### config.mk
export PLATFORM = sky130hd
export DESIGN_NAME = uart_tx_scheduler_flat
export DESIGN_NICKNAME = d
export VERILOG_FILES = /design/src/rtl/uart_tx_scheduler_if.sv /design/src/rtl/uart_tx_scheduler.sv /design/src/flat_wrapper.sv
export SDC_FILE = /design/constraint.sdc
export NUM_CORES = 1
export LEC_CHECK = 0
export CAP_MARGIN = 15
export CELL_PAD_IN_SITES_DETAIL_PLACEMENT = 0
export CELL_PAD_IN_SITES_GLOBAL_PLACEMENT = 1
export CORE_ASPECT_RATIO = 0.8
export CORE_MARGIN = 2
export CORE_UTILIZATION = 46
export DETAILED_ROUTE_END_ITERATION = 6
export DONT_BUFFER_PORTS = 1
export GPL_TIMING_DRIVEN = 1
export PLACE_DENSITY = 0.81
export REMOVE_ABC_BUFFERS = 1
export SETUP_SLACK_MARGIN = 0.2
export SYNTH_ARGS = -nofsm -noshare
export SYNTH_HDL_FRONTEND = slang
export SYNTH_SLANG_ARGS = --single-unit
### constraint.sdc
create_clock -name clk -period 2.3 [get_ports clk]
set_input_delay 0.46 -clock clk [delete_from_list [all_inputs] [get_ports clk]]
set_output_delay 0.46 -clock clk [all_outputs]
set_load 0.005 [all_outputs]
### src/rtl/uart_tx_scheduler_if.sv
`default_nettype none
// +----------------------------------------------------------------------------+
// | uart_tx_scheduler_if                                                       |
// | Requester / UART-transmitter bundle shared by the round-robin TX scheduler |
// | Revision: 1.0                                                              |
// +----------------------------------------------------------------------------+
interface uart_tx_scheduler_if #(
    parameter int NUM_REQ  = 4,
    parameter int DATA_LEN = 8
);
    localparam int c_ID_W = (NUM_REQ > 1) ? $clog2(NUM_REQ) : 1;

    logic [NUM_REQ-1:0]          req;
    logic [NUM_REQ*DATA_LEN-1:0] req_data;
    logic [NUM_REQ-1:0]          ack;
    logic [DATA_LEN-1:0]         tx_data;
    logic                        tx_send_n;
    logic                        tx_busy;
    logic [c_ID_W-1:0]           active_id;
    logic                        sched_busy;
    logic                        timeout_err;

    // master: the scheduler itself
    modport master (
        input  req, req_data, tx_busy,
        output ack, tx_data, tx_send_n, active_id, sched_busy, timeout_err
    );

    // slave: requesters plus transmitter as seen by the scheduler
    modport slave (
        output req, req_data, tx_busy,
        input  ack, tx_data, tx_send_n, active_id, sched_busy, timeout_err
    );
endinterface
`default_nettype wire

### src/rtl/uart_tx_scheduler.sv
`default_nettype none
// +----------------------------------------------------------------------------+
// | uart_tx_scheduler                                                          |
// | Round-robin sharing of one UART transmitter between NUM_REQ requesters.    |
// | Optional STROBE start timeout: define TXSCH_TIMEOUT_EN.                    |
// | Revision: 1.0                                                              |
// +----------------------------------------------------------------------------+
module uart_tx_scheduler #(
    parameter int NUM_REQ       = 4,
    parameter int DATA_LEN      = 8,
    parameter int STOP_CYCLES   = 44,
    parameter int START_TIMEOUT = 16
) (
    input  logic                clk,
    input  logic                rst_n,
    uart_tx_scheduler_if.master bus
);
    localparam int c_ID_W  = (NUM_REQ > 1) ? $clog2(NUM_REQ) : 1;
    localparam int c_GAP_W = $clog2(STOP_CYCLES + 1);

    localparam logic [2:0] c_IDLE   = 3'd0;
    localparam logic [2:0] c_ARM    = 3'd1;
    localparam logic [2:0] c_STROBE = 3'd2;
    localparam logic [2:0] c_XMIT   = 3'd3;
    localparam logic [2:0] c_GAP    = 3'd4;

    logic [2:0]          r_state;
    logic                r_tx_send_n;
    logic [DATA_LEN-1:0] r_tx_data;
    logic [NUM_REQ-1:0]  r_ack;
    logic [c_ID_W-1:0]   r_active_id;
    logic [c_ID_W-1:0]   r_rr_ptr;
    logic [c_GAP_W-1:0]  r_gap_cnt;

    logic                w_grant_vld;
    logic [c_ID_W-1:0]   w_winner;
    logic [NUM_REQ-1:0]  w_ack_onehot;

`ifdef TXSCH_TIMEOUT_EN
    localparam int c_TO_W = $clog2(START_TIMEOUT + 1);
    logic [c_TO_W-1:0]   r_to_cnt;
    logic                r_timeout_err;
    assign bus.timeout_err = r_timeout_err;
`else
    assign bus.timeout_err = 1'b0;
`endif

    // Scan downward so the closest set request after rr_ptr overwrites the rest.
    always_comb begin
        w_grant_vld = 1'b0;
        w_winner    = r_rr_ptr;
        for (int k = NUM_REQ; k >= 1; k--) begin
            if (bus.req[(int'(r_rr_ptr) + k) % NUM_REQ]) begin
                w_grant_vld = 1'b1;
                w_winner    = c_ID_W'((int'(r_rr_ptr) + k) % NUM_REQ);
            end
        end
    end

    assign w_ack_onehot = NUM_REQ'(1) << r_active_id;

    always_ff @(posedge clk or negedge rst_n) begin
        if (!rst_n) begin
            r_state     <= c_IDLE;
            r_tx_send_n <= 1'b1;
            r_tx_data   <= '0;
            r_ack       <= '0;
            r_active_id <= '0;
            r_rr_ptr    <= c_ID_W'(NUM_REQ - 1);
            r_gap_cnt   <= '0;
`ifdef TXSCH_TIMEOUT_EN
            r_to_cnt      <= '0;
            r_timeout_err <= 1'b0;
`endif
        end else begin
            r_ack <= '0;
`ifdef TXSCH_TIMEOUT_EN
            r_timeout_err <= 1'b0;
`endif
            case (r_state)
                c_IDLE: begin
                    r_tx_send_n <= 1'b1;
                    // The ack cycle itself is never a grant cycle.
                    if (w_grant_vld && !bus.tx_busy && !(|r_ack)) begin
                        r_tx_data   <= bus.req_data[int'(w_winner) * DATA_LEN +: DATA_LEN];
                        r_active_id <= w_winner;
                        r_rr_ptr    <= w_winner;
                        r_state     <= c_ARM;
                    end
                end
                c_ARM: begin
                    r_tx_send_n <= 1'b0;
                    r_state     <= c_STROBE;
`ifdef TXSCH_TIMEOUT_EN
                    r_to_cnt    <= '0;
`endif
                end
                c_STROBE: begin
                    if (bus.tx_busy) begin
                        r_tx_send_n <= 1'b1;
                        r_state     <= c_XMIT;
                    end
`ifdef TXSCH_TIMEOUT_EN
                    else if (r_to_cnt >= c_TO_W'(START_TIMEOUT - 1)) begin
                        r_tx_send_n   <= 1'b1;
                        r_ack         <= w_ack_onehot;
                        r_timeout_err <= 1'b1;
                        r_state       <= c_IDLE;
                    end else begin
                        r_to_cnt <= r_to_cnt + 1'b1;
                    end
`endif
                end
                c_XMIT: begin
                    r_tx_send_n <= 1'b1;
                    if (!bus.tx_busy) begin
                        r_gap_cnt <= '0;
                        r_state   <= c_GAP;
                    end
                end
                c_GAP: begin
                    r_tx_send_n <= 1'b1;
                    if (r_gap_cnt >= c_GAP_W'(STOP_CYCLES - 1)) begin
                        r_ack   <= w_ack_onehot;
                        r_state <= c_IDLE;
                    end else begin
                        r_gap_cnt <= r_gap_cnt + 1'b1;
                    end
                end
                default: begin
                    r_tx_send_n <= 1'b1;
                    r_state     <= c_IDLE;
                end
            endcase
        end
    end

    assign bus.tx_send_n  = r_tx_send_n;
    assign bus.tx_data    = r_tx_data;
    assign bus.ack        = r_ack;
    assign bus.active_id  = r_active_id;
    assign bus.sched_busy = (r_state != c_IDLE);

endmodule
`default_nettype wire

### src/flat_wrapper.sv
// flat-port wrapper written by rule: the top's interface ports become plain ports
module uart_tx_scheduler_flat 
#(
    parameter int NUM_REQ       = 4,
    parameter int DATA_LEN      = 8,
    parameter int STOP_CYCLES   = 44,
    parameter int START_TIMEOUT = 16
)
  (clk, rst_n, bus_req, bus_req_data, bus_tx_busy, bus_ack, bus_tx_data, bus_tx_send_n, bus_active_id, bus_sched_busy, bus_timeout_err);
  uart_tx_scheduler_if #(.NUM_REQ(NUM_REQ), .DATA_LEN(DATA_LEN)) bus_i ();
  input  logic clk;
  input  logic rst_n;
  input wire logic [$bits(bus_i.req)-1:0] bus_req;
  input wire logic [$bits(bus_i.req_data)-1:0] bus_req_data;
  input wire logic [$bits(bus_i.tx_busy)-1:0] bus_tx_busy;
  output wire logic [$bits(bus_i.ack)-1:0] bus_ack;
  output wire logic [$bits(bus_i.tx_data)-1:0] bus_tx_data;
  output wire logic [$bits(bus_i.tx_send_n)-1:0] bus_tx_send_n;
  output wire logic [$bits(bus_i.active_id)-1:0] bus_active_id;
  output wire logic [$bits(bus_i.sched_busy)-1:0] bus_sched_busy;
  output wire logic [$bits(bus_i.timeout_err)-1:0] bus_timeout_err;
  assign bus_i.req = bus_req;
  assign bus_i.req_data = bus_req_data;
  assign bus_i.tx_busy = bus_tx_busy;
  assign bus_ack = bus_i.ack;
  assign bus_tx_data = bus_i.tx_data;
  assign bus_tx_send_n = bus_i.tx_send_n;
  assign bus_active_id = bus_i.active_id;
  assign bus_sched_busy = bus_i.sched_busy;
  assign bus_timeout_err = bus_i.timeout_err;
  uart_tx_scheduler #(.NUM_REQ(NUM_REQ), .DATA_LEN(DATA_LEN), .STOP_CYCLES(STOP_CYCLES), .START_TIMEOUT(START_TIMEOUT)) u_core (.clk(clk), .rst_n(rst_n), .bus(bus_i));
endmodule
---- Word-level counts from Yosys, hierarchy flattened ----
Index checks and enable logic that the tools add are counted.
word-level totals
  register bits after elaboration ......... 26
  input bits .............................. 39
operators by class
  $add $sub $neg .......................... 5
  order comparisons ....................... 5
  equal/unequal tests ..................... 9
  shift operators ......................... 2
  muxes and demuxes ....................... 32
  bitwise gates (word level) .............. 4
  reductions and logical operators ........ 15
operators by type and width
  operator             number
  $shiftx 32x6->8      1
  $lt 3x4->1 const B   4
  $pmux 3 s5           1
  $mux 1               13
  $mux 3               4
  $mux 6               2
  $pmux 6 s2           1
  $bmux 1 s2           4
  $mux 2               4
  $mux 4               2
  $reduce_or 2->1      4
  $add 6x1->6 const B  1
  $eq 3x2->1 const B   2
  $ge 6x6->1 const B   1
  $ne 2x2->1 const B   3
  $add 2x1->2 const B  2
  $add 2x2->2 const B  2
  $and 1x1->1 const A  4
  $ne 2x1->1 const B   2
  $reduce_and 4->1     1
  $reduce_or 4->1      1
  $shl 1x2->4 const A  1
  $eq 3x1->1 const B   1
  $eq 3x3->1 const B   1
  8 further kinds      10

---- Longest topological paths before layout ----
Gate-level depths: netlist of the first run.
  word-level depth ........................ 14
  depth in mapped cells ................... 6
  depth with buffers taken out ............ 6

---- Least setup slack after synthesis of the first run ----
Ideal clock, no wire load.
  kind .................................... register -> register
  start point ............................. register u_core.r_ack[1] (netlist: u_core.bus.ack[1])
  end point ............................... register u_core.r_active_id[0] (netlist: u_core.bus.active_id[0])
  setup time .............................. 0.125 ns
  data arrival time ....................... 1.624 ns
  path slack .............................. 0.551 ns
  stages on the path, launching flop included .. 6
  buffers on the path ..................... 1
  period minus slack after synthesis ...... 1.749 ns
  cell sequence ........................... dfrtp_1 -> or4_1 -> nor3_2 -> nand2b_1 -> buf_6 -> mux2_4
on the way
  word-level cells in the longest chain between the ends .. 4
ends and longest elaborated chain
  what                               line                      source
  start, declared                    uart_tx_scheduler.sv:30   logic [NUM_REQ-1:0] r_ack;
  start signal, assigned             uart_tx_scheduler.sv:124  r_ack <= w_ack_onehot;
  $reduce_or 4->1                    uart_tx_scheduler.sv:84   if (w_grant_vld && !bus.tx_busy && !(|r_ack)) begin
  $logic_not 1->1                    uart_tx_scheduler.sv:84
  $logic_and 1x1->1                  uart_tx_scheduler.sv:84
  $reduce_and 2->1 (no source line)  --
  end signal, assigned               uart_tx_scheduler.sv:86   r_active_id <= w_winner;
  end, declared                      uart_tx_scheduler.sv:31   logic [c_ID_W-1:0] r_active_id;
Every way passes these cells.
A chain may end at the register's enable or synchronous reset.

---- Final worst setup path of the first run ----
  start point ............................. register u_core.r_gap_cnt[0]
  end point ............................... register u_core.r_gap_cnt[4]
on the way
  word-level cells in the longest chain between the ends .. 3
  elaborated cells on any way between the ends .. 6
ends and longest elaborated chain
  what                                            line                                                source
  start, declared                                 uart_tx_scheduler.sv:33                             logic [c_GAP_W-1:0] r_gap_cnt;
  start signal, assigned                          uart_tx_scheduler.sv:127                            r_gap_cnt <= r_gap_cnt + 1'b1;
  $add 6x1->6 or $ge 6x6->1 (tied branches)       uart_tx_scheduler.sv:127, uart_tx_scheduler.sv:123
  $mux 6 or $ne 2x2->1 (tied branches)            --
  $pmux 6 s2 or $reduce_and 3->1 (tied branches)  --
Several ways; a longest one is shown, not always the timed one. The select of a mux whose other input is x is not followed.

==> flow_metrics.py, run 1 <==
metrics = {
    "setup_path": {
        "path_cells": "ha_1 > o21a_1 > o21ai_1 > a21oi_1 > nor4_1 > a211o_1",
        "critPathTopFamily": "compound AO/OA/AOI/OAI gates",
        "rr_endpoint": "u_core.r_gap_cnt[4]$_DFFE_PN0P_",
        "cp_num_buf_inv": 0,
        "rr_worst_depth": 6,
        "cp_max_fo": 7,
        "cp-end-kind": "register",
        "cp.required_ns": 2.52,
        "cp.depth": 6,
        "cp-startpoint": "u_core.r_gap_cnt[0]$_DFFE_PN0P_",
        "critical-path-max-stage-delay_ns": 0.42,
        "crit_path_end": "u_core.r_gap_cnt[4]$_DFFE_PN0P_",
        "reg2reg_setup_slack_ns": 0.38,
        "critPathSlowestCell": "dfrtp_1",
        "reg2reg_from": "u_core.r_gap_cnt[0]$_DFFE_PN0P_",
        "worst_ep_arrival_time_ns": 2.14,
        "critPathKind": "register to register",
        "start_kind": "register",
    },
    "synth": {
        "synth.cell_area_sq_um": 1490,
        "ys_warn_count": 0,
        "synth-main-ff-cell": "dfrtp_1",
        "syn_inst": 152,
        "ys_seq_elements": 26,
        "synth_largest_area_cell": "dfrtp_1",
        "synth_top_area_share_pct": 38.8,
        "asyncSetResetFlopFracSynth_pct": 100,
        "syn_avg_cell_area_sq_um": 9.77,
        "synth.area.top_cells": "dfrtp_1 39%, a211oi_1 8.6%, and3_1 7.2%, o31ai_2 5.9%, dfstp_2 5.3%",
        "synth-edff-count": 0,
        "yosysSeqAreaShare_pct": 44.1,
        "ys_types": 41,
    },
    "floorplan": {
        "die-height_microns": 54.8,
        "rows": 18,
        "io_pins": 56,
        "dieArea_sq_um": 3700,
        "start_util_pct": 48.1,
        "die_w_microns": 67.5,
        "core-area_sq_um": 3090,
    },
    "global_routing": {
        "grt_pass1_wl_microns": 5100,
        "grt_remaining_overflow": 0,
        "grt_max_degree": 24,
        "grtUsageTotal_pct": 18.9,
        "antenna_found_initial": 0,
        "grt_pass1_vias": 1082,
    },
    "placement": {
        "hpwl_microns": 2420,
        "place_congestion": 0.695,
        "dpl_cell_area_sq_um": 1530,
        "io_buffers": 0,
    },
    "layout": {
        "nets": 197,
        "diodes": 0,
        "drive_above_1_share_pct": 17.3,
        "layout_commonest_cell": "dfrtp_1",
        "fillers": 265,
        "final_cell_mix": "23 x dfrtp_1, 17 x and3_1, 17 x a211oi_1, 15 x nand2_1, 9 x nor2_1",
        "final_util_pct": 53.1,
        "final_area_sq_um": 1640,
        "synthToLayoutAreaGrowth_pct": 10.3,
    },
    "cts": {
        "cts_tree": "built",
        "clk_pin_slew_ns": 0.09,
        "numCtsBuffers": 3,
        "htreeDepth": 1,
        "clk_path_buf_depth": 2,
        "worst_skew_pair.late_latency_ns": 0.27,
        "root_buffer": "clkbuf_8",
        "clock_sinks": 26,
    },
    "pwr": {
        "power.density_nw_per_um2": 1210,
        "leakage_nw": 0.757,
        "totalPowerFinal_mw": 1.99,
        "peakVddDrop_mv": 0.486,
    },
    "sta": {
        "post-route-min-period_ns": 1.92,
        "hold_ws_ns": 0.0272,
        "report.final.slew_viol_count": 0,
        "hold_viol_final": 0,
        "setup_viol": 0,
        "rsz0062_at_grt": "no",
        "fin_crit_sh_pct": 83.4,
        "fmax_mhz": 521,
        "slew-limit-headroom_pct": 65.7,
        "setup-tns-final_ns": 0,
        "skew_ns": 0.00780,
        "tightestPinTransition_ns": 0.511,
    },
    "route": {
        "wl_microns": 3340,
        "via_count": 1169,
        "via_per_inst": 5.96,
        "drt_iter0_markers": 43,
        "drcViolationCount": 0,
        "post_drt_wl_per_cell_microns": 17.0,
        "final_antenna_net_count": 0,
        "firstDrtPassIters": 4,
    },
    "status": {
        "status": "complete, no violations",
    },
    "run": {
        "drv_cap": 0,
    },
    "min_path": {
        "hp-class": "input pin to asynchronous set/reset pin",
    },
}
[area by class of cell]
class,count,area [sq um],share of cell area [%]
clock buffer,3,41.3,2.52
clock inverter,1,30.0,1.83
inverter,2,7.51,0.458
multi-input combinational,116,782,47.7
sequential,26,654,40.0
tap,40,50.0,3.06
timing repair buffer,8,72.6,4.43
[synth_stat cells, types with 2 or more instances]
cell type,n
dfrtp_1,23
a211oi_1,17
and3_1,17
nand2_1,16
nor2_1,9
o31ai_2,7
a21oi_1,5
nand2b_1,4
nand3_1,4
a21o_1,3
and2_1,3
buf_2,3
clkbuf_1,3
dfstp_2,3
nor2b_1,3
nor4_1,3
inv_1,2
mux2_4,2
o21ai_1,2
xor2_1,2
[cell families (layout without fill, tap and decap cells)]
group                      Yosys count  after routing  synth area share [%]
and+or+nand+nor                     66             66                  23.9
muxes                                2              2                  2.02
xor gates and xnor gates             2              2                  1.18
DFF                                 26             26                  44.1
other                                1              1                 0.252
AOI/OAI and AO/OA                   44             44                  24.2
adders and majority gates            1              1                 0.842
buffers and inverters               10             14                  3.54
[timing repair]
| item | CTS | global route |
|---|---|---|
| hold buffers | 1 | 1 |
| hold endpoints to repair | 23 | 1 |
| endpoints found under the setup margin | 5 | 3 |
| gates resized for setup | 1 | 1 |
| setup buffers | 0 | 0 |
| gates cloned | 0 | 0 |
[metrics by stage]
stage	setup WS (ns)	instances
final	0.382	196
after global routing	0.221	196
after CTS	0.323	194
after detailed placement	0.176	189
after global placement	0.310	189
after floorplan	0.194	144
[flip-flops by register name, indices dropped and copies added (netlist names)]
name	cells
u_core.r_state	3
u_core.r_gap_cnt	6
u_core.r_rr_ptr	2
u_core.bus.tx_send_n	1
u_core.bus.tx_data	8
u_core.bus.ack	4
u_core.bus.active_id	2
[where the power goes]
| group | total [mW] | switching [mW] | leakage [nW] | internal (mW) |
|---|---|---|---|---|
| combinational | 0.807 | 0.446 | 0.392 | 0.361 |
| sequential | 0.807 | 0.173 | 0.330 | 0.634 |
| clock | 0.375 | 0.142 | 0.0357 | 0.233 |
| total | 1.99 | 0.760 | 0.757 | 1.23 |
[how the worst min path moves through the flow]
stage,cells after the start,to,start,slack (ns)
floorplan,0,u_core.bus.ack[0]$_DFF_PN0_,rst_n,0.16
global placement,0,u_core.r_gap_cnt[3]$_DFFE_PN0P_,rst_n,0.17
detailed placement,0,u_core.r_gap_cnt[2]$_DFFE_PN0P_,rst_n,0.16
CTS,0,u_core.bus.tx_send_n$_DFFE_PN1P_,rst_n,0.01
global route,0,u_core.r_rr_ptr[1]$_DFFE_PN1P_,rst_n,0.01
finish,0,u_core.r_rr_ptr[1]$_DFFE_PN1P_,rst_n,0.03
[routing by layer]
metal | GRT usage [%] | vias up | wire length [microns]
met3 | 5.14 | 4 | 284
met2 | 27.9 | 37 | 1480
li1 | - | 569 | -
met1 | 26.5 | 559 | 1530
met5 | 0 | - | 0
met4 | 7.14 | 0 | 41
Power figures use the tool's default switching activity.
==> inputs of run 2 (changes only) <==
==> constraint.sdc (replaced) <==
create_clock -name clk -period 1.9 [get_ports clk]
set_input_delay 0.38 -clock clk [delete_from_list [all_inputs] [get_ports clk]]
set_output_delay 0.38 -clock clk [all_outputs]
set_load 0.005 [all_outputs]
==> run 2 against run 1 <==
  * Clock skew about the same
  * Largest cell class unchanged
  * Setup slack got worse by 0.32 ns
  * Worst hold slack improved by 0.26 ns
  * Utilization rose by 11 points
  * Critical endpoint is now u_core.bus.active_id[1]$_DFFE_PN0P_
  * Flip-flop and latch count is the same
  * Non-clock buffer count grew 20
==> flow_metrics.py, run 2 (synthesis results as in run 1) <==
metrics = {
    "setup_path": {
        "cp-startpoint": "u_core.bus.ack[2]$_DFF_PN0_",
        "cp.required_ns": 2.07,
        "crit_path_end": "u_core.bus.active_id[1]$_DFFE_PN0P_",
        "rr_endpoint": "u_core.bus.active_id[1]$_DFFE_PN0P_",
        "critPathKind": "register to register",
        "rr_worst_depth": 6,
        "critical-path-max-stage-delay_ns": 0.56,
        "reg2reg_setup_slack_ns": 0.07,
        "worst_ep_arrival_time_ns": 2.01,
        "critPathTopFamily": "simple AND/OR/NAND/NOR gates",
        "cp-end-kind": "register",
        "reg2reg_from": "u_core.bus.ack[2]$_DFF_PN0_",
        "cp.depth": 6,
        "cp_max_fo": 6,
        "path_cells": "or4_4 > nor3_4 > nand2b_4 > buf_4 > buf_6 > a21o_1",
        "critPathSlowestCell": "or4_4",
        "cp_num_buf_inv": 2,
        "start_kind": "register",
    },
    "cts": {
        "clk_pin_slew_ns": 0.09,
        "clock_sinks": 26,
        "numCtsBuffers": 3,
        "cts_tree": "built",
        "worst_skew_pair.late_latency_ns": 0.28,
        "htreeDepth": 1,
        "clk_path_buf_depth": 2,
        "root_buffer": "clkbuf_8",
    },
    "route": {
        "wl_met1_microns": 1740,
        "wl_met3_microns": 230,
        "wl_met2_microns": 2030,
        "final_antenna_net_count": 0,
        "via_count": 1282,
        "post_drt_wl_per_cell_microns": 18.8,
        "drcViolationCount": 0,
        "firstDrtPassIters": 4,
        "via_per_inst": 5.94,
        "wl_microns": 4050,
        "drt_iter0_markers": 47,
        "highest_layer": "met4",
    },
    "placement": {
        "place_congestion": 0.699,
        "io_buffers": 0,
        "dp_slack_ns": 0.0498,
        "hpwl_microns": 2540,
    },
    "layout": {
        "diodes": 0,
        "multi_input_area_sq_um": 973,
        "final_cell_mix": "22 x buf_4, 22 x dfrtp_1, 17 x and3_1, 14 x nand2_1, 9 x nor2_1",
        "largest_reg_flops": 8,
        "fillers": 238,
        "final_util_pct": 64.4,
        "synthToLayoutAreaGrowth_pct": 33.7,
        "nets": 217,
        "drive_above_1_share_pct": 40.3,
        "regArea_sq_um": 656,
    },
    "pwr": {
        "peakVddDrop_mv": 0.692,
        "power.density_nw_per_um2": 1450,
        "leakage_nw": 0.903,
        "p_int_mw": 1.68,
        "p_sw_mw": 1.19,
        "netSwitchingFraction_pct": 41.6,
        "seqPwrFrac_pct": 34.4,
        "pwr-share-clk_pct": 12.8,
        "p_comb_share_pct": 52.8,
    },
    "sta": {
        "report.final.slew_viol_count": 0,
        "rsz0062_at_grt": "yes",
        "post-route-min-period_ns": 1.83,
        "skew_ns": 0.00807,
        "setup_slack_ns": 0.0655,
        "fmax_mhz": 545,
        "tightestPinTransition_ns": 0.551,
        "setup_viol": 0,
        "slew-limit-headroom_pct": 62.9,
        "fin_crit_sh_pct": 96.6,
        "hold_viol_final": 0,
    },
    "floorplan": {
        "core-area_sq_um": 3090,
        "rows": 18,
        "io_pins": 56,
        "die_w_microns": 67.5,
        "start_util_pct": 48.1,
        "dieArea_sq_um": 3700,
        "die-height_microns": 54.8,
    },
    "global_routing": {
        "grt_pass1_wl_microns": 5640,
        "grt_remaining_overflow": 0,
        "grt_max_degree": 27,
        "grtUsageTotal_pct": 21.2,
        "grt_pass1_vias": 1217,
        "antenna_found_initial": 0,
    },
    "min_path": {
        "hp-class": "input pin to register",
    },
    "status": {
        "status": "complete, no violations",
    },
    "run": {
        "drv_cap": 0,
    },
}
run 2: worst min path at each step:
stage                      startpoint                              end  slack, ns  cells past startpoint
after global routing      bus_tx_busy    u_core.r_state[0]$_DFFE_PN0P_       0.27                      2
final                     bus_tx_busy    u_core.r_state[0]$_DFFE_PN0P_       0.29                      2
after global placement          rst_n  u_core.r_gap_cnt[2]$_DFFE_PN0P_       0.09                      0
after floorplan                 rst_n      u_core.bus.ack[0]$_DFF_PN0_       0.08                      0
after CTS                 bus_tx_busy    u_core.r_state[0]$_DFFE_PN0P_       0.23                      2
after detailed placement        rst_n  u_core.r_gap_cnt[3]$_DFFE_PN0P_       0.09                      0
run 2: through the flow:
step	cells	total power [mW]	setup TNS [ns]	instance area, sq um	hold slack, ns
finish	216	2.87	0	1990	0.287
CTS	212	2.63	0	1840	0.234
floorplan	144	1.66	-0.608	1440	0.0844
global placement	200	1.98	0	1610	0.0851
detailed placement	200	2.03	0	1610	0.0851
global route	216	3.04	0	1990	0.273
run 2: what timing repair did:
action                                  4_1_cts  5_1_grt
resized for setup                            20       22
endpoints found under the hold margin        26        0
pin swaps                                     7        7
hold buffers                                  2        0
endpoints found under the setup margin       13       15
setup buffers                                 5        4
cloned                                        1        0
run 2: worst reg2reg max path, delay by kind of cell, from the launching register on:
family	cells	cell delay [ns]
buffers and inverters	2	0.28
AND/OR/NAND/NOR	3	0.89
flip-flops	1	0.40
AO/OA/AOI/OAI	1	0.17
run 2: routing by layer:
layer	track usage [%]	vias up
li1	-	609
met1	27.3	629
met2	35.0	40
met3	4.53	4
met4	8.50	0
met5	0	-
run 2: layout make-up:
cell class	count	share of cell area [%]
Multi-Input combinational cell	116	49.0
Sequential cell	26	33.0
Timing Repair Buffer	28	12.3
Clock buffer	4	2.77
Tap cell	40	2.52
Inverter	2	0.378
run 2: power by group through the flow:
stage               clock [mW]  sequential (mW)  combinational [mW]
floorplan                    0            0.929               0.732
global placement             0            0.978                1.00
detailed placement           0            0.984                1.05
CTS                      0.369            0.968                1.29
global route             0.391             1.02                1.63
finish                   0.368            0.988                1.52
==> inputs of run 3 (changes only) <==
--- a/config.mk
+++ b/config.mk
@@ -13,7 +13,7 @@
 export CORE_UTILIZATION = 46
 export DETAILED_ROUTE_END_ITERATION = 6
 export DONT_BUFFER_PORTS = 1
-export GPL_TIMING_DRIVEN = 1
+export GPL_TIMING_DRIVEN = 0
 export PLACE_DENSITY = 0.81
 export REMOVE_ABC_BUFFERS = 1
 export SETUP_SLACK_MARGIN = 0.2
==> run 3 against run 2 <==
  * Sequential power about the same
  * Fmax down 0.73%
  * Setup slack worse by 0.013 ns
  * Sequential share of layout area decreased by 0.71 points
  * Utilization grew 1.3 points
  * Die area is the same
  * Via count is essentially flat
  * First-iteration DRC count grew 38%
  * Final cell count fell by 4.6%
  * Non-clock buffer count is 13 lower
  * Global-route usage increased by 0.77 points
  * Routed wire length decreased by 3.2%
  * Critical endpoint is now u_core.r_rr_ptr[0]$_DFFE_PN1P_
==> flow_metrics.py, run 3 (synthesis results as in run 1) <==
metrics = {
    "global_routing": {
        "grt_remaining_overflow": 0,
        "grt_pass1_vias": 1282,
        "antenna_found_initial": 0,
        "grt_pass1_wl_microns": 5970,
        "grt_max_degree": 27,
        "grtUsageTotal_pct": 22.0,
    },
    "floorplan": {
        "die_w_microns": 67.5,
        "core-area_sq_um": 3090,
        "io_pins": 56,
        "rows": 18,
        "dieArea_sq_um": 3700,
        "start_util_pct": 48.1,
        "die-height_microns": 54.8,
    },
    "setup_path": {
        "critPathKind": "register to register",
        "rr_endpoint": "u_core.r_rr_ptr[0]$_DFFE_PN1P_",
        "cp-startpoint": "u_core.bus.ack[2]$_DFF_PN0_",
        "cp.required_ns": 2.12,
        "reg2reg_from": "u_core.bus.ack[2]$_DFF_PN0_",
        "worst_ep_arrival_time_ns": 2.07,
        "cp_max_fo": 4,
        "start_kind": "register",
        "reg2reg_setup_slack_ns": 0.05,
        "cp-end-kind": "register",
        "rr_worst_depth": 5,
        "crit_path_end": "u_core.r_rr_ptr[0]$_DFFE_PN1P_",
    },
    "status": {
        "status": "complete, no violations",
    },
    "layout": {
        "drive_above_1_share_pct": 42.2,
        "final_cell_mix": "23 x dfrtp_1, 17 x and3_1, 9 x nand2_1, 9 x a211oi_2, 8 x nor2_1",
        "final_util_pct": 65.7,
        "final_area_sq_um": 2030,
        "synthToLayoutAreaGrowth_pct": 36.4,
        "diodes": 0,
        "layout_commonest_cell": "dfrtp_1",
        "regArea_sq_um": 654,
        "largest_reg_flops": 8,
        "multi_input_area_sq_um": 1080,
        "fillers": 240,
        "layoutNonFillerInstCount": 206,
        "nets": 207,
    },
    "route": {
        "firstDrtPassIters": 4,
        "wl_microns": 3920,
        "drcViolationCount": 0,
        "via_count": 1283,
        "final_antenna_net_count": 0,
        "post_drt_wl_per_cell_microns": 19.0,
        "drt_iter0_markers": 65,
        "via_per_inst": 6.23,
    },
    "run": {
        "drv_cap": 0,
    },
    "pwr": {
        "totalPowerFinal_mw": 3.06,
        "leakage_nw": 0.896,
        "power.density_nw_per_um2": 1510,
        "peakVddDrop_mv": 1.01,
    },
    "sta": {
        "hold_viol_final": 0,
        "rsz0062_at_grt": "yes",
        "skew_ns": 0.00555,
        "post-route-min-period_ns": 1.85,
        "fin_crit_sh_pct": 97.3,
        "setup-tns-final_ns": 0,
        "setup_slack_ns": 0.0521,
        "tightestPinTransition_ns": 0.547,
        "slew-limit-headroom_pct": 63.5,
        "report.final.slew_viol_count": 0,
        "setup_viol": 0,
        "fmax_mhz": 541,
        "hold_ws_ns": 0.241,
    },
    "cts": {
        "cts_tree": "built",
        "clk_path_buf_depth": 2,
        "numCtsBuffers": 3,
        "root_buffer": "clkbuf_8",
        "clock_sinks": 26,
        "worst_skew_pair.late_latency_ns": 0.28,
        "htreeDepth": 1,
        "clk_pin_slew_ns": 0.09,
    },
    "placement": {
        "dp_cells": 184,
        "place_congestion": 0.769,
        "dpl_cell_area_sq_um": 1490,
        "io_buffers": 0,
        "dp_slack_ns": -0.657,
        "hpwl_microns": 2420,
    },
    "min_path": {
        "hp-class": "input pin to register",
    },
}
run 3: layout make-up:
cell class / count / share of cell area, %
multi-input cells: 119 / 53.5
flip-flops and latches: 26 / 32.3
repair buffers: 15 / 7.84
well taps: 40 / 2.47
clock buffers: 3 / 2.04
clock inverters: 1 / 1.48
inverters: 2 / 0.371
run 3: what timing repair did:
item / in CTS / in global routing
hold buffers: 2 / 0
buffers inserted: 12 / 1
endpoints found under the hold margin: 26 / 0
setup endpoints to repair: 16 / 16
resized for setup: 26 / 35
gates cloned: 3 / 0
pin swaps: 11 / 12
run 3: routing by layer:
metal / track usage, % / share of wire, % / wire, microns / vias up
met5: 0 / 0 / 0 / -
met2: 35.5 / 48 / 1860 / 51
li1: - / - / - / 595
met3: 5.97 / 6.8 / 268 / 7
met1: 28.5 / 44 / 1720 / 630
met4: 7.82 / 1.7 / 67 / 0
run 3: power by group:
part	switching, mW	total, mW	internal (mW)
Clock	0.187	0.469	0.283
Sequential	0.240	1.01	0.767
Combinational	0.832	1.59	0.754
run 3: worst max-delay path: stages, from the launching register on:
cell and delay, ns:
dfrtp_1 0.41, or4_4 0.55, nor3_4 0.28, buf_6 0.16, nand2b_4 0.09, mux2_4 0.30
run 3: worst min path at each step:
stage                            from                                 to  slack [ns]  cells past startpoint
after detailed placement        rst_n  u_core.bus.tx_data[5]$_DFFE_PN0P_        0.08                      0
after CTS                 bus_tx_busy      u_core.r_state[0]$_DFFE_PN0P_        0.22                      2
after floorplan                 rst_n        u_core.bus.ack[0]$_DFF_PN0_        0.08                      0
after global routing      bus_tx_busy      u_core.r_state[0]$_DFFE_PN0P_        0.25                      2
after global placement          rst_n    u_core.r_gap_cnt[3]$_DFFE_PN0P_        0.09                      0
final                     bus_tx_busy      u_core.r_state[0]$_DFFE_PN0P_        0.24                      2
